$ cat src/rtl/mw_stage_buf.sv
// MEM->WB pipeline register: 2-entry skid buffer with valid/ready handshake,
// flush, muxed writeback value, bubble-safe write enable and stall counter.
module mw_stage_buf #(
    parameter int unsigned DATA_W      = 10,
    parameter int unsigned SEL_W       = 3,
    parameter int unsigned STALL_CNT_W = 16
) (
    input  logic                   clk,
    input  logic                   reset,
    input  logic                   flush,
    input  logic                   in_valid,
    output logic                   in_ready,
    input  logic [DATA_W-1:0]      memory_res_in,
    input  logic [DATA_W-1:0]      ALU_result_in,
    input  logic [SEL_W-1:0]       reg_writesel_in,
    input  logic                   reg_write_en_in,
    input  logic                   MemtoReg_in,
    input  logic                   PC_en_in,
    output logic                   out_valid,
    input  logic                   out_ready,
    output logic [DATA_W-1:0]      memory_res_out,
    output logic [DATA_W-1:0]      ALU_result_out,
    output logic [SEL_W-1:0]       reg_writesel_out,
    output logic                   reg_write_en_out,
    output logic                   MemtoReg_out,
    output logic                   PC_en_out,
    output logic [DATA_W-1:0]      wb_data,
    output logic [1:0]             occupancy,
    output logic [STALL_CNT_W-1:0] stall_cycles
);

    typedef struct packed {
        logic [DATA_W-1:0] mem;
        logic [DATA_W-1:0] alu;
        logic [SEL_W-1:0]  sel;
        logic              we;
        logic              m2r;
        logic              pc_en;
    } ent_t;

    typedef enum logic [1:0] {
        ST_EMPTY = 2'd0,
        ST_HEAD  = 2'd1,
        ST_FULL  = 2'd2
    } state_t;

    localparam ent_t ENT_RST = '{mem: '0, alu: '0, sel: '0, we: 1'b0, m2r: 1'b0, pc_en: 1'b1};
    localparam logic [STALL_CNT_W-1:0] STALL_MAX = '1;

    state_t                 state_q, state_d;
    ent_t                   head_q, head_d;
    ent_t                   skid_q, skid_d;
    logic [STALL_CNT_W-1:0] stall_q, stall_d;
    logic                   in_ready_q, in_ready_d;
    logic                   out_valid_q, out_valid_d;
    logic [1:0]             occ_q, occ_d;
    logic                   we_out_q, we_out_d;
    ent_t                   in_ent_c;
    logic                   accept_c;
    logic                   drain_c;

    assign in_ent_c = '{mem: memory_res_in, alu: ALU_result_in, sel: reg_writesel_in,
                        we: reg_write_en_in, m2r: MemtoReg_in, pc_en: PC_en_in};
    assign accept_c = in_valid & in_ready_q;
    assign drain_c  = out_valid_q & out_ready;

    // Next-state: head/skid movement, flush squash, stall counting, derived flags
    always_comb begin
        state_d     = state_q;
        head_d      = head_q;
        skid_d      = skid_q;
        stall_d     = stall_q;
        in_ready_d  = in_ready_q;
        out_valid_d = out_valid_q;
        occ_d       = occ_q;
        we_out_d    = we_out_q;

        unique case (state_q)
            ST_EMPTY: begin
                if (accept_c) begin
                    head_d  = in_ent_c;
                    state_d = ST_HEAD;
                end
            end
            ST_HEAD: begin
                if (accept_c) begin
                    if (drain_c) begin
                        head_d = in_ent_c;
                    end else begin
                        skid_d  = in_ent_c;
                        state_d = ST_FULL;
                    end
                end else if (drain_c) begin
                    state_d = ST_EMPTY;
                end
            end
            ST_FULL: begin
                if (drain_c) begin
                    head_d  = skid_q;
                    state_d = ST_HEAD;
                end
            end
            default: state_d = ST_EMPTY;
        endcase

        // Squash drops both entries but leaves the data fields untouched
        if (flush) begin
            state_d = ST_EMPTY;
            head_d  = head_q;
            skid_d  = skid_q;
        end

        if (out_valid_q && !out_ready && (stall_q != STALL_MAX)) begin
            stall_d = stall_q + STALL_CNT_W'(1);
        end

        in_ready_d  = (state_d != ST_FULL);
        out_valid_d = (state_d != ST_EMPTY);
        occ_d       = (state_d == ST_FULL) ? 2'd2 : ((state_d == ST_HEAD) ? 2'd1 : 2'd0);
        we_out_d    = head_d.we & out_valid_d;
    end

    // State register, falling edge to line up with the neighbouring pipeline registers
    always_ff @(negedge clk) begin
        if (reset) begin
            state_q     <= ST_EMPTY;
            head_q      <= ENT_RST;
            skid_q      <= ENT_RST;
            stall_q     <= '0;
            in_ready_q  <= 1'b1;
            out_valid_q <= 1'b0;
            occ_q       <= 2'd0;
            we_out_q    <= 1'b0;
        end else begin
            state_q     <= state_d;
            head_q      <= head_d;
            skid_q      <= skid_d;
            stall_q     <= stall_d;
            in_ready_q  <= in_ready_d;
            out_valid_q <= out_valid_d;
            occ_q       <= occ_d;
            we_out_q    <= we_out_d;
        end
    end

    assign in_ready         = in_ready_q;
    assign out_valid        = out_valid_q;
    assign occupancy        = occ_q;
    assign stall_cycles     = stall_q;
    assign memory_res_out   = head_q.mem;
    assign ALU_result_out   = head_q.alu;
    assign reg_writesel_out = head_q.sel;
    assign reg_write_en_out = we_out_q;
    assign MemtoReg_out     = head_q.m2r;
    assign PC_en_out        = head_q.pc_en;
    assign wb_data          = head_q.m2r ? head_q.mem : head_q.alu;

endmodule

$ cat config.mk
export PLATFORM = sky130hd
export DESIGN_NAME = mw_stage_buf
export DESIGN_NICKNAME = d
export VERILOG_FILES = /design/src/rtl/mw_stage_buf.sv
export SDC_FILE = /design/constraint.sdc
export NUM_CORES = 1
export LEC_CHECK = 0
export ABC_AREA = 0
export BUFFER_PORTS_ARGS = -buffer_cell sky130_fd_sc_hd__clkbuf_2
export CAP_MARGIN = 20
export CORE_ASPECT_RATIO = 1.4
export CORE_MARGIN = 2
export CORE_UTILIZATION = 50
export CTS_BUF_LIST = sky130_fd_sc_hd__clkbuf_8
export DETAILED_ROUTE_END_ITERATION = 8
export PLACE_DENSITY = 0.77
export SETUP_SLACK_MARGIN = 0.2
export SLEW_MARGIN = 30
export SYNTH_ARGS = -nofsm -noshare
export SYNTH_HDL_FRONTEND = slang
export SYNTH_SLANG_ARGS = --single-unit
$ cat constraint.sdc
create_clock -name clk -period 2.8 [get_ports clk]
set_clock_uncertainty 0.15 [all_clocks]
set_input_delay 0.56 -clock clk [delete_from_list [all_inputs] [get_ports clk]]
set_output_delay 0.56 -clock clk [all_outputs]
set_load 0.03 [all_outputs]
==> qor.txt, run 1 <==
Synth Instances -> 372
synthesized area per cell -> 9.10 sq um
syn nets -> 404
top post-synthesis cells by area -> dfxtp_1 44%, nand2_1 6.4%, o2bb2ai_1 6.2%
Yosys Warn Count -> 0
Yosys top cell area share -> 44.4%
leading cell type by number of instances after synthesis -> dfxtp_1
tool error -> [ERROR DPL-0033] detailed placement checks failed during check placement.
Mapped Area -> 0.00338 sq mm
Resized Gates After CTS -> 329
num rows -> 35
Port Buf Inserts -> 86
initial core utilization -> 51.5%
IO Count -> 87
DIE WIDTH -> 73.5 microns
synthesis-stage register bit count -> 75
Post-synth ARST share -> 0%
CTS Sinks -> 75
largest area contributor in the netlist -> dfxtp_1
chip height -> 101 microns
Synth Flop Type -> dfxtp_1
Post-synth EDFFs -> 0
cts hold-fix bufs -> 0
synth cell count leaders -> 75 x dfxtp_1, 58 x nand2_1, 39 x a21oi_1, 24 x a22oi_1, 24 x o2bb2ai_1
Seq/Total Area, Yosys -> 44.4%
maximum clock path buffer count -> 2
DP Cell Count -> 541
Post-CTS Setup Bufs -> 41
Netlist cell types -> 55
Clk Tree Root Cell -> clkbuf_8
CTS H-tree depth -> 3
status -> did not finish
TritonCTS Buffers -> 9
final RePlAce weighted congestion -> 0.750
Stopped at -> clock tree synthesis
HPWL Detailed -> 5.87 mm
[per-stage QoR]
stage | util, % | hold WS [ns] | area, sq um | setup WS [ns]
floorplan | - | 0.281 | 3560 | -0.454
detailed placement | 63.3 | 0.298 | 4160 | -0.613
global placement | 63.3 | 0.291 | 4160 | -0.551
[logic make-up after synthesis]
kind of cell    synth area share (%)
flops                           44.4
simple gates                    17.5
mux                             4.25
fa+ha+maj                      0.370
compound gates                  23.3
xor+xnor                       0.259
buf+inv                         9.98
==> inputs of run 2 (changes only) <==
--- a/config.mk
+++ b/config.mk
@@ -8,13 +8,10 @@
 export ABC_AREA = 0
 export BUFFER_PORTS_ARGS = -buffer_cell sky130_fd_sc_hd__clkbuf_2
 export CAP_MARGIN = 20
-export CORE_ASPECT_RATIO = 1.4
 export CORE_MARGIN = 2
-export CORE_UTILIZATION = 50
-export CTS_BUF_LIST = sky130_fd_sc_hd__clkbuf_8
+export CORE_UTILIZATION = 35
 export DETAILED_ROUTE_END_ITERATION = 8
-export PLACE_DENSITY = 0.77
-export SETUP_SLACK_MARGIN = 0.2
+export PLACE_DENSITY_LB_ADDON = 0.15
 export SLEW_MARGIN = 30
 export SYNTH_ARGS = -nofsm -noshare
 export SYNTH_HDL_FRONTEND = slang
==> qor.txt, run 2 <==
Netlist cell types -> 55
grt ovf -> 0
n_diodes -> 0
Layout Utilization -> 72.4%
initial core utilization -> 36.3%
CTS H-tree depth -> 3
CP Data Arrival Time -> 2.78 ns
commonest non-fill, non-tap cell in the layout -> inv_1
final setup fails -> 121
Starting DRT DRC Count -> 92
reg2reg end -> stall_cycles[4]
crit start category -> register
most frequent cells in the layout -> 80 x inv_1, 61 x buf_4, 56 x buf_8, 44 x dfxtp_2, 35 x nand2_4
worst-case hold path end point -> head_q[2]
HP Start -> head_q[2]
max reg flops -> 26
final hold viol count -> 0
vias -> 3794
critical path type -> reg -> out
vias per inst -> 5.15
Post-synth EDFFs -> 0
Post-Route WL -> 12.7 mm
IO Count -> 87
Post-DP Area -> 0.00430 sq mm
syn nets -> 404
RSZ-0062 raised after global routing -> yes
WP data required -> 2.09 ns
WL/cell -> 17.2 microns
Mapped Area -> 0.00338 sq mm
TritonCTS Buffers -> 9
Synth Instances -> 372
Post-synth ARST share -> 0%
cts hold-fix bufs -> 0
flop2flop setup slack -> 0.74 ns
final RePlAce weighted congestion -> 0.770
Final ANT Viol Nets -> 0
Reg with most FFs -> skid_q
DIE WIDTH -> 102 microns
Synth Flop Type -> dfxtp_1
largest area contributor in the netlist -> dfxtp_1
drc violations -> 0
fin area -> 0.00676 sq mm
largest net degree at the start of global routing -> 28
failing checks -> setup timing
global-route wire length before repair -> 17.3 mm
status -> finished, violations left
peak supply drop -> 0.352 mV
met2 WL -> 6.40 mm
synthesized area per cell -> 9.10 sq um
GRT Util Overall -> 21.4%
met1 WL -> 5.19 mm
top post-synthesis cells by area -> dfxtp_1 44%, nand2_1 6.4%, o2bb2ai_1 6.2%
Yosys Warn Count -> 0
share of layout cells above drive strength 1 -> 67.4%
Hold WC Path Type -> reg -> reg
met3 WL -> 565 microns
Yosys top cell area share -> 44.4%
Clk pin slew, worst setup/hold paths -> 0.04 ns
slew margin rel. -> 69.3%
top sig layer -> met4
P&R area growth vs syn -> 99.6%
maximum clock path buffer count -> 2
Overall Power -> 2.99 mW
Port Buf Inserts -> 86
initial antenna violation count -> 0
die area -> 0.0105 sq mm
setup ws final -> -0.691 ns
synthesis-stage register bit count -> 75
Hold Crit Depth -> 1
vias in the first global route -> 3813
synth cell count leaders -> 75 x dfxtp_1, 58 x nand2_1, 39 x a21oi_1, 24 x a22oi_1, 24 x o2bb2ai_1
Skew-Pair Late Insertion Delay -> 0.40 ns
CTS tree -> yes
MaxCap Viol Count -> 0
leak pwr -> 2.97 nW
HPWL Detailed -> 6.11 mm
chip height -> 102 microns
Clk Tree Root Cell -> clkbuf_8
nets -> 634
max-slew violation count -> 0
CTS Sinks -> 75
worst-path fanout max -> 5
Worst-Margin Slew -> 0.460 ns
FF-to-FF path depth -> 6
Core Region -> 0.00933 sq mm
leading cell type by number of instances after synthesis -> dfxtp_1
Pre-Repair DR Iteration Count -> 4
num rows -> 35
Worst Setup End Kind -> output pin
Seq/Total Area, Yosys -> 44.4%
pwr dens -> 443 mW/mm^2
reg2reg start -> stall_cycles[0]
[run 2: cell counts after synthesis]
No cell type changed its count.
[run 2: worst max path at each step]
| stage | startpoint | to | slack [ns] | cells after the start |
|---|---|---|---|---|
| 2_1_floorplan | out_ready | stall_cycles[14] | -0.47 | 5 |
| 6_report | MemtoReg_out | wb_data[5] | -0.69 | 3 |
| 4_1_cts | MemtoReg_out | wb_data[5] | -0.70 | 3 |
| 3_5_place_dp | out_ready | stall_cycles[14] | -0.61 | 5 |
| 5_1_grt | MemtoReg_out | wb_data[5] | -0.71 | 3 |
| 3_3_place_gp | out_ready | stall_cycles[8] | -0.55 | 5 |
[run 2: area by class of cell]
cell class / instances / area [sq um]
clock inverters: 82 / 348
repair buffers: 194 / 2160
well taps: 129 / 161
multi-input cells: 242 / 2380
fillers: 626 / 2570
inverters: 5 / 18.8
flip-flops and latches: 75 / 1560
clock buffers: 9 / 124
[run 2: what timing repair did]
| action | in CTS | in global routing |
|---|---|---|
| gates resized for setup | 283 | 159 |
| buffers inserted | 22 | 25 |
| pin swaps | 48 | 55 |
| gates cloned | 7 | 1 |
| endpoints found under the setup margin | 121 | 125 |
[run 2: cells by family after synthesis]
| family | Yosys count | synth area share, % |
|---|---|---|
| AO/OA/AOI/OAI | 114 | 23.3 |
| AND/OR/NAND/NOR | 113 | 17.5 |
| flip-flops | 75 | 44.4 |
| buffers and inverters | 55 | 9.98 |
| multiplexers | 13 | 4.25 |
| XOR/XNOR | 1 | 0.259 |
| adder cells (fa/ha/maj) | 1 | 0.370 |
[run 2: layer usage]
layer / up-vias / GRT usage, %
met4: 0 / 11.5
met5: - / 0
met2: 138 / 34.4
li1: 1799 / -
met3: 37 / 7.59
met1: 1820 / 25.1
[run 2: power by group]
group	switching [mW]	leakage [nW]	total (mW)	internal, mW
Sequential	0.0292	0.628	1.13	1.11
Clock	0.821	0.500	1.31	0.492
Combinational	0.259	1.84	0.541	0.283
Total	1.11	2.97	2.99	1.88
[run 2: critical path, stage by stage (launching register included)]
cell and delay, ns:
dfxtp_4 0.39, buf_12 0.13, mux2_4 0.32, buf_8 0.14
[run 2: through the flow]
step / setup WS [ns] / setup TNS [ns] / hold WS (ns) / instances
3_5_place_dp: -0.608 / -38.66 / 0.296 / 605
5_1_grt: -0.713 / -28.90 / 0.329 / 736
4_1_cts: -0.695 / -25.19 / 0.301 / 722
2_1_floorplan: -0.466 / -23.52 / 0.281 / 372
3_3_place_gp: -0.545 / -36.87 / 0.291 / 605
6_report: -0.691 / -26.01 / 0.312 / 736
Note: power is estimated with default switching activity, not from simulation.
